$ cat config.mk
export PLATFORM = sky130hd
export DESIGN_NAME = reg_wb_arbiter
export DESIGN_NICKNAME = d
export VERILOG_FILES = /design/src/rtl/reg_wb_arbiter.sv
export SDC_FILE = /design/constraint.sdc
export NUM_CORES = 1
export LEC_CHECK = 0
export BUFFER_PORTS_ARGS = -buffer_cell sky130_fd_sc_hd__buf_2
export CORE_MARGIN = 3
export CORE_UTILIZATION = 38
export CTS_CLUSTER_DIAMETER = 30
export DETAILED_ROUTE_END_ITERATION = 8
export GPL_TIMING_DRIVEN = 0
export PLACE_DENSITY = 0.76
export SYNTH_ARGS = -nofsm -noshare
export SYNTH_HDL_FRONTEND = slang
export SYNTH_SLANG_ARGS = --single-unit
$ cat constraint.sdc
create_clock -name clk_i -period 1.3 [get_ports clk_i]
set_clock_uncertainty 0.15 [all_clocks]
set_input_delay 0.065 -clock clk_i [delete_from_list [all_inputs] [get_ports clk_i]]
set_output_delay 0.065 -clock clk_i [all_outputs]
set_load 0.02 [all_outputs]
$ cat src/rtl/reg_wb_arbiter.sv
// reg_wb_arbiter: round-robin arbiter sharing the register-file write port
// between the ALU writeback path (A) and the load/multi-cycle path (B).
// One registered output stage drives RDaddr_o/RDdata_o; RegWrite_o is gated
// by the stall input and suppressed for r0.
// Optional feature macro: WB_FWD_EN adds RS/RT bypass-match outputs that
// compare decode source registers against the entry held in the stage.
module reg_wb_arbiter #(
  parameter int DATA_W = 32,
  parameter int ADDR_W = 5
) (
  input  logic              clk_i,
  input  logic              rst_i,
  input  logic              a_valid_i,
  input  logic [ADDR_W-1:0] a_addr_i,
  input  logic [DATA_W-1:0] a_data_i,
  output logic              a_ready_o,
  input  logic              b_valid_i,
  input  logic [ADDR_W-1:0] b_addr_i,
  input  logic [DATA_W-1:0] b_data_i,
  output logic              b_ready_o,
  input  logic              wr_hold_i,
`ifdef WB_FWD_EN
  input  logic [ADDR_W-1:0] RSaddr_i,
  input  logic [ADDR_W-1:0] RTaddr_i,
  output logic              RSfwd_o,
  output logic              RTfwd_o,
`endif
  output logic [ADDR_W-1:0] RDaddr_o,
  output logic [DATA_W-1:0] RDdata_o,
  output logic              RegWrite_o,
  output logic [1:0]        grant_o
);

  logic              out_valid_q, out_valid_d;
  logic [ADDR_W-1:0] rd_addr_q, rd_addr_d;
  logic [DATA_W-1:0] rd_data_q, rd_data_d;
  logic [1:0]        grant_q, grant_d;
  logic              last_b_q, last_b_d;   // 1: B won the most recent transfer

  logic can_accept;
  logic sel_a;
  logic sel_b;

  // Round-robin winner selection and ready generation
  always_comb begin
    can_accept = !out_valid_q || !wr_hold_i;
    sel_a      = a_valid_i && (!b_valid_i || last_b_q);
    sel_b      = b_valid_i && !sel_a;
    a_ready_o  = can_accept && sel_a;
    b_ready_o  = can_accept && sel_b;
  end

  // Output-stage next state: load the winner, drain when idle, freeze on stall
  always_comb begin
    out_valid_d = out_valid_q;
    rd_addr_d   = rd_addr_q;
    rd_data_d   = rd_data_q;
    grant_d     = grant_q;
    last_b_d    = last_b_q;
    if (can_accept) begin
      if (sel_a) begin
        out_valid_d = 1'b1;
        rd_addr_d   = a_addr_i;
        rd_data_d   = a_data_i;
        grant_d     = 2'b01;
        last_b_d    = 1'b0;
      end else if (sel_b) begin
        out_valid_d = 1'b1;
        rd_addr_d   = b_addr_i;
        rd_data_d   = b_data_i;
        grant_d     = 2'b10;
        last_b_d    = 1'b1;
      end else begin
        // Stage drained: address/data keep their last value
        out_valid_d = 1'b0;
        grant_d     = 2'b00;
      end
    end
  end

  // Stage registers; reset discards any held entry and favours A next
  always_ff @(posedge clk_i) begin
    if (!rst_i) begin
      out_valid_q <= 1'b0;
      rd_addr_q   <= '0;
      rd_data_q   <= '0;
      grant_q     <= 2'b00;
      last_b_q    <= 1'b1;
    end else begin
      out_valid_q <= out_valid_d;
      rd_addr_q   <= rd_addr_d;
      rd_data_q   <= rd_data_d;
      grant_q     <= grant_d;
      last_b_q    <= last_b_d;
    end
  end

  assign RDaddr_o   = rd_addr_q;
  assign RDdata_o   = rd_data_q;
  assign grant_o    = grant_q;
  assign RegWrite_o = out_valid_q && !wr_hold_i && (rd_addr_q != '0);

`ifdef WB_FWD_EN
  assign RSfwd_o = out_valid_q && (rd_addr_q != '0) && (rd_addr_q == RSaddr_i);
  assign RTfwd_o = out_valid_q && (rd_addr_q != '0) && (rd_addr_q == RTaddr_i);
`endif

endmodule

[Yosys cells after proc, flatten, opt, wreduce, memory -nomap -nowiden]
Index checks and enable logic that the tools add are counted.
Widths: inputs -> output; s select.
Word-level totals
  latch bits: 0
  output and inout bits: 42
  bits of input ports: 79
  RAM bits: 0
  bits in registers: 41
  memory bits (read-only): 0
  word-level logic and storage cells: 30
  memories kept: 0
Operators by class
  multiplexer cells: 10
  add/subtract/negate cells: 0
  bitwise operators: 0
  $mul: 0
  reductions and logical operators: 15
  $lt $le $gt $ge: 0
  equal/unequal tests: 0
  divide/modulo/power cells: 0
  shift operators: 0
Operator list (number)
  $mux 32: 2
  $mux 5: 2
  $logic_and 1x1->1: 6
  $reduce_bool 5->1: 1
  $logic_not 1->1: 4
  $mux 1: 4
  $mux 2: 2
  $logic_or 1x1->1: 2
  $reduce_and 2->1: 1
  $reduce_bool 2->1: 1

[Logic depth before layout (Yosys ltp)]
  depth in word-level cells: 7
  depth in mapped cells: 6

[Worst setup path after synthesis]
OpenSTA, ideal clock, no wires.
  path kind: reg-to-reg
  start point: reg last_b_q
  end point: reg grant_q[1] (netlist: grant_o[1])
  period minus slack after synthesis: 1.394 ns
  arrival: 1.129 ns
  slack: -0.094 ns
  cell stages (with the launch flop): 5
  required time: 1.035 ns
  path through: dfxtp_1 and2b_1 buf_4 o211a_1 o21a_1
Between the ends
  word-level cells in the longest chain between the ends: 6
RTL lines
  start: declaration: line 38  | logic last_b_q, last_b_d;
  start signal: assignment: line 94  | last_b_q <= last_b_d;
  $logic_or 1x1->1 (*): line 47  | sel_a = a_valid_i && (!b_valid_i || last_b_q);
  $logic_and 1x1->1 (*): line 47
  $logic_not 1->1: line 48  | sel_b = b_valid_i && !sel_a;
  $logic_and 1x1->1: line 48
  $mux 2: line 67  | end else if (sel_b) begin
  $mux 2 (*): line 61  | if (sel_a) begin
  end signal: assignment: line 93  | grant_q <= grant_d;
  end: declaration: line 37  | logic [1:0] grant_q, grant_d;
Every way passes the cells marked *; elsewhere a longest branch is shown, timed or not.
A chain may end at the register's enable or synchronous reset.

[Final worst setup path]
  start point: reg rd_addr_q[0] (netlist: RDaddr_o[0])
  end point: out RegWrite_o
Between the ends
  word-level cells in the longest chain between the ends: 2
RTL lines
  start: declaration: line 35  | logic [ADDR_W-1:0] rd_addr_q, rd_addr_d;
  start signal: assignment: line 91  | rd_addr_q <= rd_addr_d;
  $reduce_bool 5->1: line 101  | assign RegWrite_o = out_valid_q && !wr_hold_i && (rd_addr_q != '0);
  $logic_and 1x1->1: line 101
  end: declaration: line 30  | output logic RegWrite_o,
No other way between the ends.

==> results.toml <==
[status]
outcome = "finished, violations left"
violations = "setup timing"

[power]
ir_drop_uv = 875
swShare_pct = 33.5
power.internal_mw = 2.40
p_comb_share_pct = 34.9
totalPowerFinal_mw = 3.61
seqPwrFrac_pct = 40.4
p_clk_share_pct = 24.7
powerDensity_mw_per_mm2 = 926
p_switching_mw = 1.21
p_leak_nw = 1.74

[detailed_routing]
post_drt_via_cell_ratio = 5.94
wl_um = 10400
detail_route.first_pass.iterations = 5
drtIter0Drc = 287
via_count = 3100
ant_nets = 0
avgRoutedWirePerCell_um = 19.9
route.detailed.drc = 0

[synth]
synth_edf_count = 0
synth_ff_type = "dfxtp_1"
netlist.area_leader.share_pct = 43.2
synthCells = 237
synthTopCellsByArea = "dfxtp_1 43%, a31oi_1 12%, o21ai_1 11%"
synth_nets = 316
ys_types = 23
synth.yosys.seq_area_share_pct = 43.2
avgSynthCellArea_um2 = 8.01
async_flop_share_pct = 0
synth_top_cell_by_area = "dfxtp_1"
netlist_area_mm2 = 0.00190
yosys_warnings = 0
synth-seq-cells = 41

[placed_design]
dpl.hpwl_um = 4620
io_buffers = 119
gp_congestion = 0.776

[timing]
rsz0062_at_grt = "yes"
min_period_over_period_pct = 138
fin_crit_ns = 1.79
worst_pin_slew_ns = 0.701
finalHoldViolCount = 0
setup_violations = 37
setup_slack_ns = -0.488
fmax_mhz = 559
relSlewSlack_pct = 53.2
slew_violations = 0
hold_ws_ns = 0.0885

[floorplanning]
ios = 121
dieArea_mm2 = 0.00588
die_x_um = 76.7
design.core.area_mm2 = 0.00479
initial_utilization_pct = 39.7
num_rows = 25
chipHeight_um = 76.7

[cts]
insertion_delay_ns = 0.30
cts_buffers = 5
htree_num_levels = 2
clk_pin_slew_worst_paths_ns = 0.08
cts_sinks = 41
root_buffer = "clkbuf_8"
clk_path_buf_depth = 2
cts_tree = "yes"

[critical_path]
slowest_delay_ns = 0.56
crit_family = "simple AND/OR/NAND/NOR gates"
crit_chain = "or4_4, nor2_4, nor3b_2, buf_4"
critPathKind = "reg -> out"
required_ns = 1.09
endpoint_kind = "output port"
arrival_ns = 1.57
cpMaxStageDelayCell = "or4_4"
critPathMaxFanout = 3
path_buf_inv = 1
critPathLaunchType = "register"

[finish]
finish.net_count = 532
final_cell_mix = "120 x buf_2, 76 x dlygate4sd3_1, 37 x nand3_1, 37 x a31oi_1, 36 x dfxtp_1"
fillers = 288
final_common_cell = "buf_2"
area_delta_synth_final_pct = 105
drive_gt1_share_pct = 46.1

[global_route]
grt_max_degree = 12
grt_pass1_wl_um = 14600
grt_pass1_vias = 2952
overflow = 0
grt_use_total_pct = 30.6
antenna_found_initial = 2

[flow_run]
cap_violations = 0

[hold_path]
min_path_type = "in -> reg"
stage by stage:
step	std cells	util, %	cell area (µm²)	setup WS (ns)	setup TNS (ns)
after floorplan	237	-	1920	-0.0153	-0.0153
after global placement	423	54.3	2600	-0.193	-1.02
after detailed placement	423	54.3	2600	-0.209	-1.58
after CTS	513	77.3	3700	-0.462	-2.62
after global routing	522	81.4	3900	-0.488	-6.86
final	522	81.4	3900	-0.488	-5.27
metal layers:
layer | up-vias | global-route usage (%) | wire (µm)
li1 | 1330 | - | -
met1 | 1446 | 34.7 | 3710
met2 | 268 | 53.3 | 5160
met3 | 56 | 8.45 | 1010
met4 | 0 | 13.4 | 511
met5 | - | 0 | 0
sequential cells by signal, summed over array words and instances (netlist names):
name / count
RDaddr_o: 5
grant_o: 2
last_b_q: 1
RDdata_o: 32
out_valid_q: 1
cells by family (layout without fill, tap and decap cells):
logic type             count (synthesis)  count (layout)  synth area share [%]
AO/OA/AOI/OAI                        118             118                  34.7
buffers and inverters                 30             246                  8.89
flip-flops                            41              41                  43.2
other                                  0               2                     0
AND/OR/NAND/NOR                       48              48                  13.2
timing repair:
action / 4_1_cts / 5_1_grt
setup endpoints to repair: 35 / 36
hold buffers: 76 / 0
pin swaps: 24 / 25
endpoints found under the hold margin: 38 / 0
buffers inserted: 4 / 7
gates cloned: 3 / 1
gates resized for setup: 54 / 47
worst reg2reg max path, delay by kind of cell, from the launching register on:
| kind | cells | cell delay, ns |
|---|---|---|
| and+or+nand+nor | 1 | 0.24 |
| DFF | 1 | 0.34 |
| AOI/OAI and AO/OA | 2 | 0.24 |
| buffers and inverters | 3 | 0.40 |
layout make-up:
type | count | area [µm²] | share of cell area, %
diodes | 2 | 5.00 | 0.128
flip-flops and latches | 41 | 827 | 21.2
clock buffers | 7 | 86.3 | 2.22
repair buffers | 210 | 1580 | 40.4
plain buffers | 28 | 214 | 5.49
inverters | 1 | 3.75 | 0.0963
multi-input cells | 166 | 1100 | 28.3
well taps | 67 | 83.8 | 2.15
power groups by stage:
stage,sequential (mW),combinational [mW],clock (mW)
floorplan,1.60,0.349,0
global placement,1.46,0.806,0
detailed placement,1.46,0.813,0
CTS,1.44,1.10,0.861
global route,1.46,1.33,0.921
finish,1.46,1.26,0.892
path summary, 6_finish.rpt:
check | start | end | slack, ns | depth (start not counted)
worst min-delay path | wr_hold_i | grant_o[1] | 0.09 | 3
worst min register to register | RDdata_o[28] | RDdata_o[28] | 0.38 | 2
worst max register to register | last_b_q | RDdata_o[16] | -0.19 | 6
worst max-delay path | RDaddr_o[0] | RegWrite_o | -0.49 | 4
synthesized netlist by cell type, types with 2 or more instances:
cell type,instances
dfxtp_1,41
clkbuf_2,2
o21ai_1,42
a31oi_1,37
and3_1,4
nor2_1,2
o21a_1,2
clkbuf_1,9
nand3_1,37
buf_2,10
buf_6,3
buf_4,5
o21ai_0,33
No activity file was read; power rests on OpenSTA's default activity.
